--- src/rtl/servo_pwm_pkg.sv ---
`default_nettype none
// ============================================================================
// Module   : servo_pwm_pkg
// Purpose  : Shared types, default parameter values and the counter-width
//            helper for the servo PWM driver and its slew sub-module.
// Contents : state_t    - driver FSM states
//            c_*        - default parameter values (50 MHz, 20 ms frame)
//            cnt_width  - bits needed to hold 0 .. frame_cycles-1
// Revision : 1.0 - initial release
// ============================================================================
package servo_pwm_pkg;

  typedef enum logic [1:0] {
    IDLE   = 2'd0,
    PRIME0 = 2'd1,
    PRIME1 = 2'd2,
    RUN    = 2'd3
  } state_t;

  localparam int unsigned c_frame_cycles = 1_000_000;
  localparam int unsigned c_min_cycles   = 50_000;
  localparam int unsigned c_step_cycles  = 196;
  localparam int unsigned c_slew_max     = 4;
  localparam logic [7:0]  c_init_pos     = 8'd128;

  // ceil(log2(frame_cycles)), never less than 1. Large enough for the frame
  // counter and for any legal pulse width (which is always < frame_cycles).
  function automatic int unsigned cnt_width(input int unsigned frame_cycles);
    int unsigned w;
    w = 1;
    while ((64'd1 << w) < 64'(frame_cycles)) begin
      w = w + 1;
    end
    return w;
  endfunction

endpackage : servo_pwm_pkg
`default_nettype wire

--- src/rtl/servo_slew.sv ---
`default_nettype none
// ============================================================================
// Module   : servo_slew
// Purpose  : Holds the applied servo position and moves it toward the target
//            by at most SLEW_MAX per update (0 = jump straight to target).
// Ports    : clk       in   system clock
//            rst_n     in   asynchronous active-low reset (pos <- INIT_POS)
//            update_i  in   one-cycle strobe: sample value_i and step pos
//            value_i   in   target position
//            pos_o     out  current position
// Revision : 1.0 - initial release
// ============================================================================
module servo_slew
  import servo_pwm_pkg::*;
#(
  parameter int unsigned SLEW_MAX = c_slew_max,
  parameter logic [7:0]  INIT_POS = c_init_pos
) (
  input  logic       clk,
  input  logic       rst_n,
  input  logic       update_i,
  input  logic [7:0] value_i,
  output logic [7:0] pos_o
);

  // Only used when |d| > SLEW_MAX, which implies SLEW_MAX < 255.
  localparam logic [7:0] c_step = (SLEW_MAX > 255) ? 8'd255 : SLEW_MAX[7:0];

  logic [7:0] pos_q;
  logic [7:0] pos_d;
  logic [8:0] w_diff;   // two's complement value - pos; bit 8 is the sign
  logic [8:0] w_mag;

  always_comb begin
    pos_d  = pos_q;
    w_diff = {1'b0, value_i} - {1'b0, pos_q};
    w_mag  = w_diff[8] ? (~w_diff + 9'd1) : w_diff;
    if (update_i) begin
      if ((SLEW_MAX == 0) || (32'(w_mag) <= SLEW_MAX)) begin
        pos_d = value_i;
      end else if (w_diff[8]) begin
        // Target is more than c_step below pos, so this cannot underflow.
        pos_d = pos_q - c_step;
      end else begin
        // Target is more than c_step above pos, so this cannot overflow.
        pos_d = pos_q + c_step;
      end
    end
  end

  always_ff @(posedge clk or negedge rst_n) begin
    if (!rst_n) begin
      pos_q <= INIT_POS;
    end else begin
      pos_q <= pos_d;
    end
  end

  assign pos_o = pos_q;

endmodule : servo_slew
`default_nettype wire

--- src/rtl/servo_pwm_driver.sv ---
`default_nettype none
// ============================================================================
// Module   : servo_pwm_driver
// Purpose  : One hobby-servo PWM channel. Once per frame the position is
//            slew-limited toward value_i, converted to a pulse width of
//            MIN_CYCLES + pos * STEP_CYCLES and loaded at the frame boundary.
// Ports    : clk            in   system clock
//            rst_n          in   asynchronous active-low reset
//            enable_i       in   run request (level)
//            value_i        in   target position, 0..255
//            pwm_o          out  servo control pulse (registered)
//            frame_start_o  out  one-cycle pulse on cnt == 0 (registered)
//            pos_o          out  position currently applied
//            active_o       out  high in PRIME0, PRIME1 and RUN (registered)
// Revision : 1.0 - initial release
// ============================================================================
module servo_pwm_driver
  import servo_pwm_pkg::*;
#(
  parameter int unsigned FRAME_CYCLES = c_frame_cycles,
  parameter int unsigned MIN_CYCLES   = c_min_cycles,
  parameter int unsigned STEP_CYCLES  = c_step_cycles,
  parameter int unsigned SLEW_MAX     = c_slew_max,
  parameter logic [7:0]  INIT_POS     = c_init_pos
) (
  input  logic       clk,
  input  logic       rst_n,
  input  logic       enable_i,
  input  logic [7:0] value_i,
  output logic       pwm_o,
  output logic       frame_start_o,
  output logic [7:0] pos_o,
  output logic       active_o
);

  localparam int unsigned   c_cw   = cnt_width(FRAME_CYCLES);
  localparam logic [c_cw-1:0] c_last = c_cw'(FRAME_CYCLES - 1);
  localparam logic [c_cw-1:0] c_upd  = c_cw'(FRAME_CYCLES - 2);
  localparam logic [c_cw-1:0] c_min  = c_cw'(MIN_CYCLES);
  localparam logic [c_cw-1:0] c_step = c_cw'(STEP_CYCLES);
  localparam logic [c_cw-1:0] c_one  = c_cw'(1);

  state_t          state_q, state_d;
  logic [c_cw-1:0] cnt_q, cnt_d;
  logic [c_cw-1:0] high_q, high_d;
  logic            pwm_q, pwm_d;
  logic            fs_q, fs_d;
  logic            active_q, active_d;
  logic            w_update;
  logic [7:0]      w_pos;
  logic [c_cw-1:0] w_width;

  servo_slew #(
    .SLEW_MAX (SLEW_MAX),
    .INIT_POS (INIT_POS)
  ) u_slew (
    .clk      (clk),
    .rst_n    (rst_n),
    .update_i (w_update),
    .value_i  (value_i),
    .pos_o    (w_pos)
  );

  // The parameter constraint keeps the product below FRAME_CYCLES, so the
  // counter width is sufficient and nothing is lost.
  assign w_width = c_min + c_cw'(w_pos) * c_step;

  always_comb begin
    state_d  = state_q;
    cnt_d    = cnt_q;
    high_d   = high_q;
    w_update = 1'b0;

    case (state_q)
      IDLE: begin
        cnt_d = '0;
        if (enable_i) state_d = PRIME0;
      end
      PRIME0: begin
        w_update = 1'b1;
        state_d  = enable_i ? PRIME1 : IDLE;
      end
      PRIME1: begin
        high_d  = w_width;
        cnt_d   = '0;
        state_d = enable_i ? RUN : IDLE;
      end
      RUN: begin
        // pos moves one cycle before the wrap so the width computed from it
        // is ready to load on the last cycle of the frame.
        if (cnt_q == c_upd) w_update = 1'b1;
        if (cnt_q == c_last) begin
          cnt_d  = '0;
          high_d = w_width;
          // A disable only takes effect here, so a started frame always
          // completes in full.
          if (!enable_i) state_d = IDLE;
        end else begin
          cnt_d = cnt_q + c_one;
        end
      end
      default: begin
        state_d = IDLE;
      end
    endcase

    // Outputs are registered from the next-state values so that they line
    // up with the counter value held during the same cycle.
    pwm_d    = (state_d == RUN) && (cnt_d < high_d);
    fs_d     = (state_d == RUN) && (cnt_d == '0);
    active_d = (state_d != IDLE);
  end

  always_ff @(posedge clk or negedge rst_n) begin
    if (!rst_n) begin
      state_q  <= IDLE;
      cnt_q    <= '0;
      high_q   <= '0;
      pwm_q    <= 1'b0;
      fs_q     <= 1'b0;
      active_q <= 1'b0;
    end else begin
      state_q  <= state_d;
      cnt_q    <= cnt_d;
      high_q   <= high_d;
      pwm_q    <= pwm_d;
      fs_q     <= fs_d;
      active_q <= active_d;
    end
  end

  assign pwm_o         = pwm_q;
  assign frame_start_o = fs_q;
  assign active_o      = active_q;
  assign pos_o         = w_pos;

endmodule : servo_pwm_driver
`default_nettype wire

--- config.mk ---
export PLATFORM = sky130hd
export DESIGN_NAME = servo_pwm_driver
export DESIGN_NICKNAME = d
export VERILOG_FILES = /design/src/rtl/servo_pwm_pkg.sv /design/src/rtl/servo_slew.sv /design/src/rtl/servo_pwm_driver.sv
export SDC_FILE = /design/constraint.sdc
export NUM_CORES = 1
export LEC_CHECK = 0
export ABC_AREA = 1
export CAP_MARGIN = 20
export CORE_UTILIZATION = 45
export DETAILED_ROUTE_END_ITERATION = 16
export GPL_ROUTABILITY_DRIVEN = 0
export PLACE_DENSITY_LB_ADDON = 0.05
export SLEW_MARGIN = 30
export SYNTH_ARGS = -nofsm -noshare
export SYNTH_HDL_FRONTEND = slang
export SYNTH_HIERARCHICAL = 1
export SYNTH_SLANG_ARGS = --single-unit
export TNS_END_PERCENT = 1
--- constraint.sdc ---
create_clock -name clk -period 7.8 [get_ports clk]
set_input_delay 2.34 -clock clk [delete_from_list [all_inputs] [get_ports clk]]
set_output_delay 2.34 -clock clk [all_outputs]
set_load 0.05 [all_outputs]
==> results.md, run 1 <==
- For this run, design rule violations remaining after detail routing come to 0.
- After detailed routing, the average wire length per cell comes to about 13 µm.
- The buffer type at the clock tree root is clkbuf_8.
- The buffer levels on the longest clock path is 2.
- The count of different cell masters after synthesis is 46.
- The number of vias in the routed layout is around 4300.
- Data on the critical path arrives at its endpoint at between 5000 and 6000 ps.
- The number of H-tree levels is 2.
- Data on the critical path is required at its endpoint by between 7000 and 8000 ps.
- The final net count is between 700 and 800.
- IR analysis of the VDD net gives a maximum drop of between 0.2 and 0.3 mV.
- For this run, the leading register cell type out of synthesis is dfrtp_1.
- The synthesized area divided by synthesized cell count is between 7 and 8 µm².
- The actual slew at the worst max-slew pin is 684 ps.
- The placed instances occupy a cell area of 5360 µm².
- The launch point of the worst hold path is high_q[18].
- The portion of the clock cycle consumed by the worst path in the final layout is ~63%.
- The tree built by TritonCTS fans out to 53 sinks.
- The count of maximum capacitance violations is 0.
- The worst register-to-register path begins at u_slew/pos_o[2].
- For this block, the routed nets add up to around 11000 µm of wire.
- The capture instance of the worst register-to-register path is pwm_o.
- In this run, CTS created clock tree buffers numbering 5.
- The latest clock arrival within the worst-skew pair is 330 ps.
- The post-synthesis net count is ~770.
- Dividing the detail-routed via count by the number of cells gives around 4.9.
- The floorplan has 38 rows.
- The port buffer count is 21.
- Summed over all instances, the cell type with the most area after synthesis is dfrtp_1.
- The path class of the tightest hold or removal check is reg -> reg.
- Before antenna repair, the detailed router went through 5 iterations.
- The synthesized netlist cell count is between 600 and 700.
- The leakage dissipation is 2.97 nW.
- TritonCTS built the clock tree.
- The area of the die is ~12000 µm².
- Setup repair after global routing left no endpoint under its margin.
- The number of antenna violations at the first check in global routing was 0.
- The proportion of synthesized chip area in sequential cells is a little over a quarter.
- In the final layout, the share of cells above drive strength 1 is roughly a tenth.
- At the placement stage, the worst setup path has a slack of 2690 ps.
- The starting utilization of the core area is between 40% and 50%.
- Yosys attributes the largest share of cell area to dfrtp_1, ha_1, nand2_1, inv_1, nand3_1.
- Summed over its instances, the top area cell type makes up about a quarter of the synthesized netlist area.
- The number of antenna diodes is 0.
- The detailed router's first-iteration violation count is 199.
- Once detail routing completed, the nets flagged for antenna violations numbered 0.
- The Yosys step of the flow raised 6 warnings.
- Setup total negative slack on the finished layout was measured at 0 ps.
- The remaining global-route overflow is 0.
- The final worst-path setup slack is between 2000 and 3000 ps.
- The instance count along the most critical hold path is 2.
- The slack of the worst reg-to-reg path is 2920 ps.
- The number of hold buffers added after cts is 0.
- The design area is 5480 µm².
- The maximum achievable frequency is slightly above 200 MHz.
- The all-layer global routing usage is 21.6%.
- The number of hold-slack violations in the final timing report came to 0.
- The standard cell core area is 10800 µm².
- In this run, synthesis inferred 0 flip-flops with an integrated enable.
- The first-pass GRT wire length is just under 20000 µm.
- The largest net degree at the start of global routing is 54.
- Summing every instance area after synthesis gives 5000 µm².
- The setup path with the least slack is of type reg -> reg.
- During I/O placement, the number of pins put on the boundary was 22.
- The register clock-pin slew on the reported worst setup and hold paths is 100 ps.
- The worst pin sits at a relative slew slack of 54.4%.
- STA classifies the critical path startpoint as a flop.
- In this run the power density over the cells is around 470 nW/µm².
- The endpoint of the worst hold-timing path is high_q[18].
- The number of pins exceeding their max-slew limit in the final report is 0.
- The post-DP HPWL is 9210 µm.
- The quantity of gates resized following cts is 0.
- After synthesis the netlist holds a flip-flop and latch count of 53.
- The flow ran to the end, and the final reports show no timing, DRC or antenna violations.
- The floorplan step set the die height to 107 µm.
- The via count of the first global-routing pass is ~4100.
- The share of flip-flops with an asynchronous set or reset is 100%.
- STA classifies the critical path endpoint as a flop.
- The number of buffers inserted by post-CTS setup repair is 0.
- The worst path needs approximately 4900 ps of the cycle, external delays included.
- The horizontal die dimension is about 110 µm.
- The worst clock skew on the final layout is between 15 and 20 ps.
- The largest driver fanout on the critical path is 9.
- The count of cells along the worst register-to-register path is 21.
- The post-synthesis to final-layout area growth is 9.51%.
- Setup violations remaining at the end of the flow were counted as 0.
==> worst max-delay path by stage <==
stage | from | to | slack [ps] | cells after the start
final | u_slew/pos_o[2] | pwm_o | 2920 | 21
after floorplan | value_i[0] | u_slew/pos_o[7] | 3300 | 19
after detailed placement | value_i[0] | u_slew/pos_o[7] | 2690 | 20
after CTS | u_slew/pos_o[2] | pwm_o | 2880 | 21
after global placement | value_i[0] | u_slew/pos_o[7] | 2790 | 20
after global routing | u_slew/pos_o[2] | pwm_o | 2450 | 25
==> sequential cells by signal (all words and copies together), names as in the netlist <==
| register | flops |
|---|---|
| cnt_q | 20 |
| high_q | 20 |
| u_slew/pos_o | 8 |
| state_q | 2 |
| active_o | 1 |
| frame_start_o | 1 |
| pwm_o | 1 |
==> metal layers <==
metal	share of wire, %	GRT usage [%]	wire length [µm]
met3	2.8	2.97	314
met2	45	34.9	5090
met1	51	30.6	5790
met5	0	0	0
met4	1.0	4.60	118
==> kinds of logic after synthesis <==
logic type               synth area share, %
AND/OR/NAND/NOR                         32.9
flip-flops                              26.6
buffers and inverters                   10.8
XOR/XNOR                                4.20
AO/OA/AOI/OAI                           7.73
adder cells (fa/ha/maj)                 17.8
==> stage by stage <==
stage | instances | hold WS [ps] | power [mW] | util, %
after floorplan | 693 | 436 | 2.00 | -
after global placement | 851 | 452 | 2.36 | 49.4
after detailed placement | 851 | 458 | 2.39 | 49.4
after CTS | 859 | 483 | 2.61 | 50.5
after global routing | 859 | 512 | 2.92 | 50.5
final | 859 | 476 | 2.57 | 50.5
==> power breakdown <==
| group | switching (mW) | total [mW] | internal (mW) |
|---|---|---|---|
| Clock | 0.0980 | 0.203 | 0.105 |
| Combinational | 1.24 | 1.95 | 0.719 |
| Sequential | 0.0669 | 0.418 | 0.351 |
==> synthesized netlist by cell type (all sizes together), types with 5 or more instances <==
cell type,instances
ha,63
nand2,207
nand3,64
o21ai,34
dfrtp,52
a21oi,21
fa,5
xnor2,8
inv,129
or2,8
nor3,8
nor2,48
nand4,9
xor2,16
==> final cells by class <==
cell class	instances	area [µm²]
Sequential cell	53	1330
Fill cell	1064	5370
Inverter	130	500
Clock inverter	2	37.5
Clock buffer	6	82.6
Multi-Input combinational cell	505	3130
Timing Repair Buffer	23	220
Tap cell	140	175
==> placed cells by master, fill, tap and decap left out, types with 10 or more instances in the layout <==
cell type,netlist,final
nand2_1,194,194
inv_1,118,118
ha_1,63,63
nand3_1,57,57
dfrtp_1,52,52
nor2_1,41,41
clkdlybuf4s50_1,0,20
o21ai_0,19,19
a21oi_1,18,18
xor2_1,16,16
nand2_2,10,10
==> worst max-delay path: stages (launching register included) <==
cell     delay [ps]
dfrtp_1         520
ha_1            340
inv_1            50
fa_1            500
inv_1            40
ha_1            270
ha_1            160
inv_1            50
fa_1            390
o21ai_0         290
xor2_1          260
nor2_1           80
nand3_1         150
nand3_1          90
o21ai_0         120
inv_1            70
ha_1            290
nand2_1          50
nor4_1          550
nand2_1         100
nor4b_1         270
a21oi_1         130
No activity file was read; power rests on OpenSTA's default activity.
==> run 2: changes to the inputs <==
==> constraint.sdc (replaced) <==
create_clock -name clk -period 4.15 [get_ports clk]
set_input_delay 1.245 -clock clk [delete_from_list [all_inputs] [get_ports clk]]
set_output_delay 1.245 -clock clk [all_outputs]
set_load 0.05 [all_outputs]
==> run 2 against run 1 <==
  * The flow now finishes with violations (negative setup slack)
  * Flip-flop and latch count stayed put
  * Non-clock buffer count is 19 higher
  * Global-route usage is 0.65 points higher
  * Clock-buffer cell count stayed put
  * Largest cell class unchanged
==> results.md, run 2 (synthesis gave the netlist of run 1 again) <==
- The via count of the first global-routing pass is 4200 (+3.7%).
- The required time of the critical path is 4380 ps (-3610 ps).
- The height of the chip is 107 µm (unchanged).
- The largest net degree at the start of global routing is 28 (-48%).
- The detailed router's first-iteration violation count is 243 (+22%).
- The count of maximum capacitance violations is 0 (unchanged).
- The number of H-tree levels is 2 (unchanged).
- The largest driver fanout on the critical path is 3 (-6).
- The first-pass GRT wire length is 20000 µm (+2.0%).
- The number of pins exceeding their max-slew limit in the final report is 0 (unchanged).
- The number of hold-slack violations in the final timing report is 0 (unchanged).
- The number of hold buffers added after cts was 0 (unchanged).
- The portion of the clock cycle consumed by the worst path in the final layout is 104% (+41 points).
- The flow ran to the end, but the final reports show violations.
- The most common cell after layout, fill and taps aside is nand2_1.
- The buffer levels on the longest clock path is 2 (unchanged).
- The horizontal die dimension is 107 µm (unchanged).
- The number of search-and-repair iterations in the first detailed-routing pass is 5 (unchanged).
- The final reports fail on negative setup slack.
- The remaining antenna violation count after routing is 0 (unchanged).
- The kind of path behind the tightest hold check is reg -> reg.
- The clock buffer count from CTS is 5 (unchanged).
- The cell area reported after detailed placement is 5520 µm² (+3.0%).
- The worst slew margin relative to its limit came to 56.0% (+1.6 points).
- The latest clock arrival within the worst-skew pair is 330 ps (about the same).
- STA classifies the critical path endpoint as a flop.
- The remaining global-route overflow is 0 (unchanged).
- The port buffer count is 21 (unchanged).
- The row count came to 38 (unchanged).
- The top cell types in the final layout, fill and taps aside, are nand2_1, inv_1, ha_1, nand3_1, dfrtp_1.
- The average routed wire per standard cell is 13.5 µm (+2.4%).
- The maximum achievable frequency was 232 MHz (+13%).
- The starting utilization of the core area was 46.1% (unchanged).
- The I/O pin count is 22 (unchanged).
- The time the final worst path needs with I/O delays and setup was 4310 ps (-563 ps).
- Setup repair after global routing could not meet its margin everywhere.
- The final net count came to 816 (+2.4%).
- The ratio of cells with drive above 1 in the final layout is 17.2% (+7.9 points).
- The standard cell core area came to 10800 µm² (unchanged).
- The worst clock skew on the final layout is 14.5 ps (-1.86 ps).
- The buffer type at the clock tree root is clkbuf_8.
- The most numerous cell type found on the critical path is nand2_2.
- The arrival time at the worst endpoint is 4540 ps (-530 ps).
- The delay of the slowest critical-path stage is 520 ps (-30 ps).
- The worst setup path is launched from a flop.
- The all-layer global routing usage is 22.2% (+0.65 points).
- The core utilization of the finished layout was 53.2% (+2.7 points).
- The number of antenna diodes was 0 (unchanged).
- The post-DP HPWL was 9490 µm (+3.0%).
- The post-detailed-route DRC marker count is 0 (unchanged).
- The via-per-instance ratio came to 5.07 (+2.4%).
- The final worst-path setup slack is -164 ps (-3090 ps).
- The type of the worst setup path is reg -> reg.
- The register clock-pin slew on the reported worst setup and hold paths is 110 ps (about the same).
- The actual slew at the worst max-slew pin was 660 ps (-24.1 ps).
- The number of vias in the routed layout came to 4450 (+4.7%).
- The number of clock sinks is 53 (unchanged).
- The highest-delay cell along the critical path is dfrtp_4.
- The setup violation total in the final timing report was 1 (+1).
- The post-synthesis to final-layout area growth is 15.4%.
- The number of antenna violations at the first check in global routing is 0 (unchanged).
- The CTS tree is built.
- The area of the die is 11500 µm² (unchanged).
- The design area was 5770 µm² (+5.4%).
- The final wirelength is 11800 µm (+4.7%).
==> run 2: cell types whose count changed in the layout (fill, tap and decap cells not counted), moves of 6 or more <==
cell | before | now
nand2_2 | 10 | 23
buf_4 | 2 | 21
o21ai_0 | 19 | 13
nand2_1 | 194 | 179
==> run 2: path summary, 6_finish.rpt <==
kind	slack, ps	endpoint	cells past startpoint	startpoint
max	-160	pwm_o	25	u_slew/pos_o[2]
min	470	high_q[1]	2	high_q[1]
max reg2reg	-160	pwm_o	25	u_slew/pos_o[2]
min reg2reg	470	high_q[1]	2	high_q[1]
max in group asynchronous	2390	cnt_q[4]	2	rst_n
min in group asynchronous	930	u_slew/pos_o[5]	1	rst_n
==> run 2: worst max-delay path, delay by kind of cell, from the launching register on <==
| family | cells | cell delay, ps |
|---|---|---|
| DFF | 1 | 520 |
| AOI/OAI and AO/OA | 3 | 350 |
| buffers and inverters | 4 | 240 |
| and+or+nand+nor | 12 | 1220 |
| adders and majority gates | 6 | 1890 |
==> run 2: cell type report <==
type,instances,area [µm²]
inverter,130,500
clock inverter,2,15.0
sequential,53,1340
timing repair buffer,42,363
clock buffer,6,72.6
fill,1077,5070
tap,140,175
multi-input combinational,505,3310
==> run 2: metrics by stage <==
stage / setup WS [ps] / hold WS [ps] / TNS (ps) / std cells
finish: -164 / 473 / -164 / 878
floorplan: 15.1 / 436 / 0 / 693
CTS: -158 / 480 / -158 / 875
detailed placement: -204 / 458 / -208 / 867
global placement: -39.5 / 457 / -39.5 / 867
global route: -441 / 514 / -441 / 878
==> run 2: routing by layer <==
layer	GRT usage (%)	wire, µm	vias up
li1	-	-	2291
met1	31.9	5960	2063
met2	34.8	5300	83
met3	3.69	455	13
met4	5.19	128	0
met5	0	0	-
==> run 2: timing repair <==
action / 4_1_cts / 5_1_grt
gates cloned: 0 / 0
pin swaps: 10 / 24
setup endpoints to repair: 1 / 1
setup buffers: 0 / 3
gates resized for setup: 11 / 30
Power of run 2 is left out: the tool's default activity adds up to more than one toggle a clock period on the data nets, which glitch-free logic cannot reach.
==> run 3: changes to the inputs <==
--- a/config.mk
+++ b/config.mk
@@ -5,12 +5,12 @@
 export SDC_FILE = /design/constraint.sdc
 export NUM_CORES = 1
 export LEC_CHECK = 0
-export ABC_AREA = 1
 export CAP_MARGIN = 20
 export CORE_UTILIZATION = 45
 export DETAILED_ROUTE_END_ITERATION = 16
 export GPL_ROUTABILITY_DRIVEN = 0
 export PLACE_DENSITY_LB_ADDON = 0.05
+export SKIP_LAST_GASP = 1
 export SLEW_MARGIN = 30
 export SYNTH_ARGS = -nofsm -noshare
 export SYNTH_HDL_FRONTEND = slang
==> run 3 against run 2 <==
  * The flow still finishes with violations (negative setup slack)
  * Clock skew fell by 1.2 ps
  * Highest routed layer unchanged
  * Worst setup slack got worse by 180 ps
  * Register-to-register slack got worse by 180 ps
  * First-iteration DRC count fell by 28%
  * Hold slack improved by 1.3 ps
  * Utilization rose by 3.4 points
  * Routed wire length rose by 1.6%
  * Die area fell by 4.5%
  * Non-clock buffer count rose by 53
  * Synthesized cell count fell by 25%
  * Largest cell class unchanged
  * Sequential share of layout area fell by 0.25 points
==> results.md, run 3 <==
- The run finished, with violations left.
- The final reports fail on negative setup slack.
- The type of the worst setup path is reg -> reg.
- The buffer levels on the longest clock path is 2 (unchanged).
- The actual slew at the worst max-slew pin came to 847 ps (+187 ps).
- The I/O pin count is 22 (unchanged).
- The number of search-and-repair iterations in the first detailed-routing pass is 4 (-1).
- The port buffer count is 21 (unchanged).
- The detailed router's first-iteration violation count was 175 (-28%).
- The register clock-pin slew on the reported worst setup and hold paths was 110 ps (about the same).
- The number of hold-slack violations in the final timing report is 0 (unchanged).
- The post-detailed-route DRC marker count is 0 (unchanged).
- The number of placed instances with taps included is 724 (-16%).
- The clock buffer count from CTS is 5 (unchanged).
- The cell area reported after detailed placement was 5620 µm² (+1.8%).
- The hold slack came to 474 ps (+1.33 ps).
- The flip-flop and latch count after synthesis came to 53 (unchanged).
- The top-area cell type share of the netlist area is 27.3% (+1.3 points).
- For this run, the leading register cell type out of synthesis is dfrtp_1.
- The worst slew margin relative to its limit is 42.8% (-13 points).
- The synthesized netlist cell count was 518 (-25%).
- The number of enable-type register cells in the synthesized netlist was 0 (unchanged).
- The CTS tree is built.
- The most common cell after layout, fill and taps aside is buf_4.
- The proportion of synthesized chip area in sequential cells is 27.8% (+1.3 points).
- The count of different cell masters after synthesis is 80 (+74%).
- The starting utilization of the core area is 46.4% (+0.29 points).
- The kind of start point of the critical path is a flop.
- The average routed wire per standard cell is 16.3 µm (+21%).
- The largest driver fanout on the critical path came to 3 (unchanged).
- The row count is 37 (-2.6%).
- The standard cell core area is 10300 µm² (-5.2%).
- The horizontal die dimension is 105 µm (-2.3%).
- The synthesized area divided by synthesized cell count was 9.21 µm² (+28%).
- By count the netlist is led by ha_1, dfrtp_1, inv_1, nor2_1, nand2_1.
- The all-layer global routing usage came to 23.1% (+0.91 points).
- The first-pass GRT wire length is 20500 µm (+2.5%).
- The design area is 5820 µm² (+0.91%).
- The maximum achievable frequency was 222 MHz (-4.1%).
- Setup repair after global routing could not meet its margin everywhere.
- The number of vias in the routed layout is 4201 (-5.6%).
- The post-DP HPWL is 9650 µm (+1.7%).
- The ratio of cells with drive above 1 in the final layout is 23.5% (+6.3 points).
- The arrival time at the worst endpoint was 4730 ps (+190 ps).
- The height of the chip is 105 µm (-2.3%).
- The final worst-path setup slack is -349 ps (-184 ps).
- The remaining antenna violation count after routing is 0 (unchanged).
- dfrtp_1 takes more of the synthesized area than any other cell.
- The endpoint type of the worst setup path is a flop.
- The post-synthesis to final-layout area growth is 22.1%.
- The number of antenna diodes is 0 (unchanged).
- The number of clock sinks was 53 (unchanged).
- The via-per-instance ratio is 5.70 (+12%).
- The count of synthesis-stage warnings from yosys is 6 (unchanged).
- The final net count was 679 (-17%).
- The count of maximum capacitance violations is 0 (unchanged).
- The time the final worst path needs with I/O delays and setup is 4500 ps (+184 ps).
- Ranked by total cell area, the synthesized netlist is headed by dfrtp_1, ha_1, inv_1, xnor2_1, nand4_1.
- The fill cell instance count of the final layout is 959 (-11%).
- The share of flip-flops with an asynchronous set or reset was 100% (unchanged).
- The required time of the critical path is 4380 ps (about the same).
- In the layout the commonest cells are buf_4, ha_1, dfrtp_1, inv_1.
- The portion of the clock cycle consumed by the worst path in the final layout is 108% (+4.4 points).
- The worst clock skew on the final layout is 13.3 ps (-1.17 ps).
- The post-layout instance count excluding filler cells is 737 (-16%).
- The area of the die came to 11000 µm² (-4.5%).
- The via count of the first global-routing pass came to 4364 (+3.9%).
- The final wirelength came to 12000 µm (+1.6%).
- The tree is rooted in a clkbuf_8.
- The synthesized area is 4770 µm² (-4.6%).
- The latest clock arrival within the worst-skew pair came to 320 ps (about the same).
- The remaining global-route overflow is 0 (unchanged).
- The largest net degree at the start of global routing is 30 (+7.1%).
- The setup violation total in the final timing report came to 2 (+1).
- In this run the worst hold path is classified as reg -> reg.
- The cell with the most instances after synthesis is ha_1.
- The number of H-tree levels came to 2 (unchanged).
- The post-synthesis net count is 597 (-23%).
- The number of pins exceeding their max-slew limit in the final report is 0 (unchanged).
- The number of antenna violations at the first check in global routing is 0 (unchanged).
[run 3: worst max-delay path, stage by stage (launching register included)]
cell and delay [ps]:
dfrtp_2 450, ha_4 270, inv_2 30, fa_1 480, inv_1 40, ha_1 270, ha_2 180, inv_2 40
fa_2 330, nand2b_4 160, a211oi_4 270, or4_4 180, o2111ai_4 130, a41oi_2 210, xor2_1 200, mux2i_1 130
ha_1 340, o21ai_2 70, nand2b_1 80, a211oi_2 210, o21bai_1 100, a221oi_1 250
[run 3: path summary, 6_finish.rpt]
check / from / endpoint / slack (ps) / cells past startpoint
setup / recovery: u_slew/pos_o[1] / pwm_o / -350 / 21
hold / removal: high_q[17] / high_q[17] / 470 / 2
setup reg to reg: u_slew/pos_o[1] / pwm_o / -350 / 21
hold reg to reg: high_q[17] / high_q[17] / 470 / 2
max in group asynchronous: rst_n / high_q[17] / 2450 / 2
min in group asynchronous: rst_n / cnt_q[5] / 910 / 1
[run 3: final cells by class]
cell class | count | area [µm²] | area share [%]
tap | 136 | 170 | 2.92
clock buffer | 5 | 68.8 | 1.18
sequential | 53 | 1330 | 22.9
multi-input combinational | 395 | 3270 | 56.1
clock inverter | 3 | 21.3 | 0.365
timing repair buffer | 95 | 761 | 13.1
inverter | 50 | 200 | 3.44
[run 3: per-layer routing]
layer | GRT usage (%) | up-vias | part of all wire (%)
li1 | - | 2055 | -
met1 | 27.4 | 2044 | 44
met2 | 43.5 | 78 | 51
met3 | 2.18 | 24 | 2.5
met5 | 0 | - | 0
met4 | 7.65 | 0 | 2.4
[run 3: stage by stage]
| step | worst slack, ps | util, % | TNS (ps) |
|---|---|---|---|
| 2_1_floorplan | -229 | - | -229 |
| 3_3_place_gp | -328 | 54.7 | -2120 |
| 3_5_place_dp | -390 | 54.7 | -2510 |
| 4_1_cts | -343 | 55.9 | -406 |
| 5_1_grt | -635 | 56.7 | -1470 |
| 6_report | -349 | 56.7 | -422 |
[run 3: timing repair]
item	CTS	global route
setup endpoints to repair	2	9
buffers inserted	3	2
pin swaps	4	17
resized for setup	3	11
hold buffers	0	0
[run 3: kinds of logic after synthesis]
group | count (synthesis) | synth area share [%]
AOI/OAI and AO/OA | 111 | 17.6
xor gates and xnor gates | 31 | 5.98
adders and majority gates | 68 | 18.6
buffers and inverters | 70 | 6.43
DFF | 53 | 27.8
muxes | 21 | 4.70
and+or+nand+nor | 164 | 18.8
Power of run 3 is left out for the same reason.
